==> src/rtl/mxnbit_and_nand_nor.sv <==
// Registered lane-wise AND/NAND/NOR over SETS packed lanes of WIDTH bits, one-cycle latency.
// Optional per-lane all-zero flag on the AND result: define MXNBIT_LANE_FLAGS_EN.
module mxnbit_and_nand_nor #(
  parameter int unsigned WIDTH = 4,
  parameter int unsigned SETS  = 2
) (
  input  logic                  clk,
  input  logic                  rst_n,
  input  logic                  in_valid,
  input  logic [SETS*WIDTH-1:0] in1_packed,
  input  logic [SETS*WIDTH-1:0] in2_packed,
  output logic [SETS*WIDTH-1:0] and_out_packed,
  output logic [SETS*WIDTH-1:0] nand_out_packed,
  output logic [SETS*WIDTH-1:0] nor_out_packed,
`ifdef MXNBIT_LANE_FLAGS_EN
  output logic [SETS-1:0]       and_zero,
`endif
  output logic                  out_valid
);

  localparam int unsigned Bits = SETS * WIDTH;

  logic [Bits-1:0] and_d, and_q;
  logic [Bits-1:0] nand_d, nand_q;
  logic [Bits-1:0] nor_d, nor_q;
  logic            valid_d, valid_q;

  // Bitwise ops never cross bit positions, so lanes stay independent by construction.
  always_comb begin
    and_d   = and_q;
    nand_d  = nand_q;
    nor_d   = nor_q;
    valid_d = in_valid;
    if (in_valid) begin
      and_d  = in1_packed & in2_packed;
      nand_d = ~(in1_packed & in2_packed);
      nor_d  = ~(in1_packed | in2_packed);
    end
  end

  always_ff @(posedge clk or negedge rst_n) begin
    if (!rst_n) begin
      and_q   <= '0;
      nand_q  <= '0;
      nor_q   <= '0;
      valid_q <= 1'b0;
    end else begin
      and_q   <= and_d;
      nand_q  <= nand_d;
      nor_q   <= nor_d;
      valid_q <= valid_d;
    end
  end

  assign and_out_packed  = and_q;
  assign nand_out_packed = nand_q;
  assign nor_out_packed  = nor_q;
  assign out_valid       = valid_q;

`ifdef MXNBIT_LANE_FLAGS_EN
  logic [SETS-1:0] zero_d, zero_q;

  always_comb begin
    zero_d = zero_q;
    if (in_valid) begin
      for (int unsigned i = 0; i < SETS; i++) begin
        zero_d[i] = ~|(in1_packed[i*WIDTH +: WIDTH] & in2_packed[i*WIDTH +: WIDTH]);
      end
    end
  end

  always_ff @(posedge clk or negedge rst_n) begin
    if (!rst_n) begin
      zero_q <= '0;
    end else begin
      zero_q <= zero_d;
    end
  end

  assign and_zero = zero_q;
`endif

endmodule

==> config.mk <==
export PLATFORM = sky130hd
export DESIGN_NAME = mxnbit_and_nand_nor
export DESIGN_NICKNAME = d
export VERILOG_FILES = /design/src/rtl/mxnbit_and_nand_nor.sv
export SDC_FILE = /design/constraint.sdc
export NUM_CORES = 1
export LEC_CHECK = 0
export BUFFER_PORTS_ARGS = -buffer_cell sky130_fd_sc_hd__buf_2
export CAP_MARGIN = 40
export CORE_AREA = 3 3 53 55
export CTS_CLUSTER_SIZE = 16
export DETAILED_ROUTE_END_ITERATION = 16
export DIE_AREA = 0 0 56 58
export GPL_TIMING_DRIVEN = 0
export PLACE_DENSITY = 0.71
export REMOVE_ABC_BUFFERS = 1
export SKIP_LAST_GASP = 1
export SYNTH_ARGS = -nofsm -noshare
export SYNTH_HDL_FRONTEND = slang
export SYNTH_SLANG_ARGS = --single-unit
==> constraint.sdc <==
create_clock -name clk -period 0.8 [get_ports clk]
set_clock_uncertainty 0.05 [all_clocks]
set_input_delay 0.16 -clock clk [delete_from_list [all_inputs] [get_ports clk]]
set_output_delay 0.16 -clock clk [all_outputs]
set_load 0.02 [all_outputs]
== Yosys cells after proc, flatten, opt, wreduce, memory -nomap -nowiden ==
Index checks and enable logic that the tools add are counted.
Word-level totals
  output and inout bits: 25
  bits in registers: 25
  word-level logic and storage cells: 8
  bits of input ports: 19
Cells by class
  bitwise logic cells: 4
Operator list (count)
  inverter 8 bit: 2
  bitwise AND 8 bit: 1
  OR 8 bit: 1

== Longest topological paths before layout ==
Gate-level depths: netlist (run 1).
  word-level depth: 2
  mapped depth: 3
  gate-level depth less buffers: 2

== Least setup slack after synthesis (run 1) ==
No wires, ideal clock.
  kind: reg-to-reg
  start: register nor_out_packed[3] (netlist name)
  end: register nor_q[3], in the netlist nor_out_packed[3]
  period minus slack after synthesis: 0.876 ns
  data arrival time: 0.701 ns
  buffers on the path: 0
  library setup time: 0.125 ns
  data required time: 0.625 ns
  stages on the path, launching flop included: 2
  setup slack: -0.076 ns
  path through: dfrtp_1 -> mux2_2
RTL lines
  end signal: assignment: RTL line 50  | nor_q <= nor_d;
  end: declaration: RTL line 25  | logic [Bits-1:0] nor_d, nor_q;

== Worst setup path in the final report (run 1) ==
  start: register nor_q[3], in the netlist nor_out_packed[3]
  end: output port nor_out_packed[3]
RTL lines
  end: declaration: RTL line 14  | output logic [SETS*WIDTH-1:0] nor_out_packed,
No word-level cell between the ends.

==> flow_metrics.env, run 1 <==
export IMPL_status="complete, but fails checks"
export IMPL_violations="hold timing, setup timing"
export IMPL_dr_pass1_iters=2
export IMPL_crit_path_max_incr_delay_ps=430
export IMPL_drive_gt1_frac=0.492
export IMPL_worst_slack_ps=-280
export IMPL_cap_violations=0
export IMPL_cts_tree="done"
export IMPL_rsz0062_at_grt="yes"
export IMPL_grt_pass1_wl_mm=3.22
export IMPL_drcViolationCount=0
export IMPL_core_area_um2=2430
export IMPL_synth_top_area_share=0.666
export IMPL_dieArea_um2=3250
export IMPL_vias=737
export IMPL_rows=18
export IMPL_chipWidth_um=56
export IMPL_synth_top_cell_by_area="dfrtp_1"
export IMPL_postSynthCellCount=76
export IMPL_port_buffers=43
export IMPL_slew_viol_final=0
export IMPL_path_cells="buf_6"
export IMPL_cts_max_path_buffers=2
export IMPL_yosysSeqAreaShare=0.666
export IMPL_slew_headroom=0.642
export IMPL_post_drt_wl_per_cell_um=12.8
export IMPL_wl_mm=2.02
export IMPL_fin_setup_tns_ps=-7150
export IMPL_most_common_layout_cells="buf_6 (27), dfrtp_1 (25), buf_2 (17)"
export IMPL_worstPathArrival_ps=870
export IMPL_whs_ps=-235
export IMPL_hold_path_class="in2async"
export IMPL_gp_congestion=0.722
export IMPL_cp_max_fo=2
export IMPL_syn_to_final_growth_pct=51.4
export IMPL_htreeDepth=1
export IMPL_grt_pass1_vias=745
export IMPL_antenna_found_initial=0
export IMPL_root_buffer="clkbuf_4"
export IMPL_ir_drop_mv=1.02
export IMPL_critPathLaunchType="flop"
export IMPL_insertion_delay_ps=300
export IMPL_final_common_cell="buf_6"
export IMPL_diodes=0
export IMPL_synthTopCellsByArea="dfrtp_1 (67%), mux2_2 (9.6%), o21a_1 (6.4%)"
export IMPL_required_ps=590
export IMPL_crit_slowest_cell="dfrtp_1"
export IMPL_clk_pin_slew_worst_paths_ps=130
export IMPL_hold_viol_final=25
export IMPL_setup_viol=39
export IMPL_syn_area_um2=940
export IMPL_worst_pin_slew_ps=538
export IMPL_cellLeakagePower_nw=0.693
export IMPL_ioPinCount=44
export IMPL_grt_max_degree=34
export IMPL_cts_sinks=25
export IMPL_yosysUniqueCellTypes=10
export IMPL_fmax_mhz=926
export IMPL_die_h_um=58
export IMPL_critPathKind="reg2out"
export IMPL_finalCritPeriodShare=1.35
export IMPL_drt_initial_drc_count=13
export IMPL_finalCriticalPeriod_ps=1080
export IMPL_final_nets=148
export IMPL_ant_nets=0
export IMPL_hpwl_mm=1.32
export IMPL_synth_seq_cells=25
export IMPL_endpoint_kind="output pin"
export IMPL_start_util=0.386
export IMPL_fillers=205
export IMPL_grt_usage=0.127
export IMPL_cp_num_buf_inv=1
export IMPL_avgSynthCellArea_um2=12.4
export IMPL_critPathTopFamily="flip-flops"
export IMPL_avgViaCountPerCell=4.66
export IMPL_p_per_area_nw_per_um2=1820
export IMPL_synthesis_yosys_warnings=0
export IMPL_cts_buffers_inserted=3
export IMPL_overflow=0
[what timing repair did]
| action | 4_1_cts | 5_1_grt |
|---|---|---|
| endpoints found under the hold margin | 25 | 25 |
| gates resized for setup | 51 | 2 |
| setup endpoints to repair | 33 | 34 |
| buffers inserted | 2 | 6 |
[synth_stat cells]
master and count:
inv_1 8, buf_6 1, dfrtp_1 25, nand3_1 8, buf_4 1, o21ai_0 8, nor2_1 8, mux2_2 8
o21a_1 8, buf_2 1
[sequential cells by signal, indices dropped and copies added (netlist names)]
| register | count |
|---|---|
| nand_out_packed | 8 |
| out_valid | 1 |
| and_out_packed | 8 |
| nor_out_packed | 8 |
[stage by stage]
stage / power, mW / setup slack (ps) / instance area [um2] / cells / utilization
after detailed placement: 1.89 / -392 / 1170 / 146 / 0.480
after global routing: 2.75 / -340 / 1420 / 158 / 0.585
final: 2.59 / -280 / 1420 / 158 / 0.585
after CTS: 2.58 / -285 / 1370 / 152 / 0.563
after global placement: 1.87 / -370 / 1170 / 146 / 0.480
after floorplan: 1.67 / -76.0 / 916 / 73 / -
[kinds of logic after synthesis]
family | Yosys count | synth area share
buffers and inverters | 11 | 0.0573
AO/OA/AOI/OAI | 16 | 0.107
multiplexers | 8 | 0.0959
AND/OR/NAND/NOR | 16 | 0.0746
flip-flops | 25 | 0.666
[routing by layer]
metal / GRT usage / vias to the layer above / share of wire
met1: 0.140 / 354 / 0.39
met5: 0 / - / 0
met4: 0.0407 / 0 / 0.0049
li1: - / 354 / -
met2: 0.234 / 27 / 0.54
met3: 0.0401 / 2 / 0.063
[final timing paths]
path                                    start                  to  depth (start not counted)  slack, ps
max                         nor_out_packed[3]   nor_out_packed[3]                          1       -280
min                                     rst_n   and_out_packed[5]                          1       -240
max reg2reg                 nor_out_packed[3]   nor_out_packed[3]                          2       -140
min reg2reg                nand_out_packed[4]  nand_out_packed[4]                          1        470
max in group asynchronous               rst_n  nand_out_packed[1]                          1        580
min in group clk                in2_packed[3]   and_out_packed[3]                          3         70
[area by class of cell]
type,instances,area (um2),share of cell area
clock inverter,1,5.00,0.00352
sequential,25,626,0.440
clock buffer,3,22.5,0.0158
timing repair buffer,51,442,0.310
tap,30,37.5,0.0264
inverter,8,30.0,0.0211
multi-input combinational,40,260,0.183
[where the power goes]
part	total, mW	switching, mW	internal, mW
clock	0.529	0.343	0.186
sequential	1.44	0.0751	1.37
combinational	0.624	0.290	0.333
(Power assumes the default switching activity.)
==> inputs of run 2 (changes only) <==
--- a/config.mk
+++ b/config.mk
@@ -5,14 +5,13 @@
 export SDC_FILE = /design/constraint.sdc
 export NUM_CORES = 1
 export LEC_CHECK = 0
-export BUFFER_PORTS_ARGS = -buffer_cell sky130_fd_sc_hd__buf_2
 export CAP_MARGIN = 40
-export CORE_AREA = 3 3 53 55
+export CORE_AREA = 3 3 50 52
 export CTS_CLUSTER_SIZE = 16
 export DETAILED_ROUTE_END_ITERATION = 16
-export DIE_AREA = 0 0 56 58
+export DIE_AREA = 0 0 53 55
+export DONT_BUFFER_PORTS = 1
 export GPL_TIMING_DRIVEN = 0
-export PLACE_DENSITY = 0.71
 export REMOVE_ABC_BUFFERS = 1
 export SKIP_LAST_GASP = 1
 export SYNTH_ARGS = -nofsm -noshare
==> flow_metrics.env, run 2 (same netlist as run 1, synthesis figures left out) <==
export IMPL_finalCritPeriodShare=1.25
export IMPL_cts_max_path_buffers=2
export IMPL_grt_usage=0.116
export IMPL_drcViolationCount=0
export IMPL_rows=17
export IMPL_stdcell_area_um2=1040
export IMPL_worst_pin_slew_ps=141
export IMPL_ioPinCount=44
export IMPL_critPathKind="reg2out"
export IMPL_whs_ps=-184
export IMPL_critPathLaunchType="flop"
export IMPL_diodes=0
export IMPL_required_ps=590
export IMPL_ant_nets=0
export IMPL_wl_mm=1.63
export IMPL_final_common_cell="dfrtp_2"
export IMPL_insertion_delay_ps=300
export IMPL_start_util=0.437
export IMPL_endpoint_kind="output pin"
export IMPL_core_area_um2=2150
export IMPL_ir_drop_mv=1.22
export IMPL_gp_congestion=0.571
export IMPL_dr_pass1_iters=2
export IMPL_drive_gt1_frac=0.481
export IMPL_overflow=0
export IMPL_p_per_area_nw_per_um2=2200
export IMPL_finalCriticalPeriod_ps=996
export IMPL_slew_headroom=0.905
export IMPL_worstPathArrival_ps=790
export IMPL_port_buffers=0
export IMPL_drt_initial_drc_count=5
export IMPL_grt_pass1_vias=563
export IMPL_slew_viol_final=0
export IMPL_p_total_mw=2.28
export IMPL_antenna_found_initial=0
export IMPL_die_h_um=55
export IMPL_fmax_mhz=1000
export IMPL_cts_sinks=25
export IMPL_cap_violations=0
export IMPL_syn_to_final_growth_pct=10.7
export IMPL_post_cts_buffers=0
export IMPL_hold_path_class="in2reg"
export IMPL_grt_pass1_wl_mm=2.46
export IMPL_violations="hold timing, setup timing"
export IMPL_grt_busiest_layer="met2"
export IMPL_cp_max_fo=2
export IMPL_status="complete, but fails checks"
export IMPL_final_nets=99
export IMPL_htreeDepth=1
export IMPL_avgViaCountPerCell=5.11
export IMPL_chipWidth_um=53
export IMPL_root_buffer="clkbuf_4"
export IMPL_grt_max_degree=34
export IMPL_met3_usage=0.0322
export IMPL_worst_slack_ps=-196
export IMPL_hold_viol_final=25
export IMPL_post_route_util=0.484
export IMPL_clk_pin_slew_worst_paths_ps=130
export IMPL_fin_setup_tns_ps=-5570
export IMPL_hpwl_mm=1.12
export IMPL_rsz0062_at_grt="yes"
export IMPL_met2_usage=0.192
export IMPL_dp_cells=101
export IMPL_cts_tree="done"
export IMPL_fillers=198
export IMPL_cts_hold_buf=2
export IMPL_met1_usage=0.143
export IMPL_cts_buffers_inserted=3
export IMPL_layoutNonFillerInstCount=107
export IMPL_setup_viol=40
export IMPL_place_area_um2=951
export IMPL_post_drt_wl_per_cell_um=15.3
export IMPL_dieArea_um2=2920
export IMPL_vias=547
export IMPL_pre_cts_ws_ps=-115
export IMPL_cellLeakagePower_nw=0.414
-- run 2: changes by cell type in the layout (fill, tap and decap cells not counted), moves of 7 or more --
cell / before / now
buf_6: 27 / 0
dfrtp_2: 0 / 25
buf_4: 7 / 0
dfrtp_1: 25 / 0
buf_2: 17 / 0
-- run 2: worst paths after layout --
check                      depth (start not counted)                 end                from  slack [ps]
min in group asynchronous                          2  nand_out_packed[2]               rst_n         220
min                                                0           out_valid            in_valid        -180
max in group asynchronous                          2   nor_out_packed[3]               rst_n         320
max                                                0  nand_out_packed[3]  nand_out_packed[3]        -200
min reg2reg                                        1  nand_out_packed[7]  nand_out_packed[7]         540
max reg2reg                                        1   nor_out_packed[0]   nor_out_packed[0]        -110
-- run 2: area by class of cell --
| type | count | area [um2] | area share |
|---|---|---|---|
| Timing Repair Buffer | 2 | 30.0 | 0.0289 |
| Clock buffer | 3 | 22.5 | 0.0217 |
| Tap cell | 28 | 35.0 | 0.0337 |
| Multi-Input combinational cell | 40 | 260 | 0.250 |
| Clock inverter | 1 | 5.00 | 0.00481 |
| Sequential cell | 25 | 657 | 0.632 |
| Inverter | 8 | 30.0 | 0.0289 |
-- run 2: report_power, final --
group,switching [mW],total (mW),internal (mW)
Clock,0.359,0.545,0.186
Sequential,0.199,1.58,1.39
Combinational,0.0671,0.154,0.0865
-- run 2: what timing repair did --
item / in CTS / in global routing
endpoints found under the hold margin: 50 / 25
gates resized for setup: 24 / 7
pin swaps: 1 / 0
endpoints found under the setup margin: 47 / 47
-- run 2: layer usage --
metal / vias up / part of all wire
met5: - / 0
met4: 0 / 0.0080
met3: 2 / 0.11
met2: 26 / 0.45
li1: 258 / -
met1: 261 / 0.44
==> inputs of run 3 (changes only) <==
--- a/config.mk
+++ b/config.mk
@@ -6,12 +6,13 @@
 export NUM_CORES = 1
 export LEC_CHECK = 0
 export CAP_MARGIN = 40
-export CORE_AREA = 3 3 50 52
+export CORE_AREA = 3 3 65 67
 export CTS_CLUSTER_SIZE = 16
 export DETAILED_ROUTE_END_ITERATION = 16
-export DIE_AREA = 0 0 53 55
+export DIE_AREA = 0 0 68 70
 export DONT_BUFFER_PORTS = 1
 export GPL_TIMING_DRIVEN = 0
+export HOLD_SLACK_MARGIN = 0.15
 export REMOVE_ABC_BUFFERS = 1
 export SKIP_LAST_GASP = 1
 export SYNTH_ARGS = -nofsm -noshare
==> flow_metrics.env, run 3 (same netlist as run 1, synthesis figures left out) <==
export IMPL_cellLeakagePower_nw=0.406
export IMPL_chipWidth_um=68
export IMPL_rows=22
export IMPL_core_area_um2=3690
export IMPL_p_total_mw=2.43
export IMPL_stdcell_area_um2=1050
export IMPL_diodes=0
export IMPL_slew_viol_final=0
export IMPL_grt_max_degree=34
export IMPL_cts_tree="done"
export IMPL_ioPinCount=44
export IMPL_hpwl_mm=1.38
export IMPL_clk_pin_slew_worst_paths_ps=80
export IMPL_met3_usage=0.0450
export IMPL_slew_headroom=0.906
export IMPL_cp_max_fo=2
export IMPL_gp_congestion=0.571
export IMPL_htreeDepth=1
export IMPL_antenna_found_initial=0
export IMPL_worst_slack_ps=-134
export IMPL_ant_nets=0
export IMPL_root_buffer="clkbuf_8"
export IMPL_cts_sinks=25
export IMPL_whs_ps=-466
export IMPL_cts_buffers_inserted=3
export IMPL_hold_viol_final=42
export IMPL_setup_viol=36
export IMPL_wl_mm=1.85
export IMPL_drive_gt1_frac=0.468
export IMPL_dieArea_um2=4760
export IMPL_finalCritPeriodShare=1.17
export IMPL_worst_pin_slew_ps=141
export IMPL_status="complete, but fails checks"
export IMPL_dr_pass1_iters=3
export IMPL_final_nets=97
export IMPL_reg2reg_depth=1
export IMPL_met2_usage=0.153
export IMPL_post_cts_buffers=0
export IMPL_drt_initial_drc_count=14
export IMPL_endpoint_kind="output pin"
export IMPL_critPathLaunchType="flop"
export IMPL_avgViaCountPerCell=4.44
export IMPL_final_common_cell="dfrtp_2"
export IMPL_grt_usage=0.0853
export IMPL_vias=555
export IMPL_die_h_um=70
export IMPL_crit_cells=0
export IMPL_cap_violations=0
export IMPL_hold_path_class="in2async"
export IMPL_post_drt_wl_per_cell_um=14.8
export IMPL_port_buffers=0
export IMPL_start_util=0.255
export IMPL_fmax_mhz=1070
export IMPL_finalCriticalPeriod_ps=934
export IMPL_grt_pass1_vias=651
export IMPL_violations="hold timing, setup timing"
export IMPL_met1_usage=0.0834
export IMPL_syn_to_final_growth_pct=12.0
export IMPL_overflow=0
export IMPL_drcViolationCount=0
export IMPL_rsz0062_at_grt="yes"
export IMPL_cts_max_path_buffers=2
export IMPL_grt_pass1_wl_mm=3.04
export IMPL_p_per_area_nw_per_um2=2310
export IMPL_worstPathArrival_ps=720
export IMPL_grt_busiest_layer="met2"
export IMPL_ir_drop_mv=0.872
export IMPL_place_area_um2=976
export IMPL_insertion_delay_ps=260
export IMPL_required_ps=590
export IMPL_critPathKind="reg2out"
## run 3: cell count changes in the layout (fill, tap and decap cells not counted)
cell and delta:
dlygate4sd3_1 -1, buf_12 -1, clkbuf_4 -3, clkinv_2 -1, clkbuf_1 +1, clkbuf_8 +3
## run 3: worst paths after layout
check                                         from            endpoint  slack, ps
worst max-delay path            nand_out_packed[0]  nand_out_packed[0]       -130
worst min-delay path                         rst_n   and_out_packed[6]       -470
worst max register to register   nor_out_packed[6]   nor_out_packed[6]       -100
worst min register to register  nand_out_packed[2]  nand_out_packed[2]        520
max in group asynchronous                    rst_n   and_out_packed[0]       1080
min in group clk                          in_valid           out_valid       -120
## run 3: power by group
part / leakage [nW] / switching [mW] / internal [mW]
sequential: 0.272 / 0.201 / 1.39
combinational: 0.110 / 0.0447 / 0.0733
clock: 0.0228 / 0.370 / 0.355
## run 3: what timing repair did
action | 4_1_cts | 5_1_grt
endpoints found under the hold margin | 50 | 50
setup endpoints to repair | 45 | 47
gates resized for setup | 24 | 7
pin swaps | 1 | 1
## run 3: area by class of cell
type	count	area [um2]
Fill cell	399	2640
Inverter	8	30.0
Sequential cell	25	657
Multi-Input combinational cell	40	260
Clock buffer	4	45.0
Tap cell	48	60.1
## run 3: per-stage QoR
stage | instances | utilization | worst slack, ps | setup TNS (ps)
after floorplan | 73 | - | -76.0 | -608
after detailed placement | 121 | 0.265 | -118 | -1000
after CTS | 125 | 0.285 | -152 | -4530
after global placement | 121 | 0.265 | -93.4 | -735
after global routing | 125 | 0.285 | -177 | -5170
final | 125 | 0.285 | -134 | -4000
## run 3: layer usage
layer,vias up,part of all wire
met1,273,0.32
met4,0,0.0049
met2,27,0.57
li1,253,-
met3,2,0.10
met5,-,0
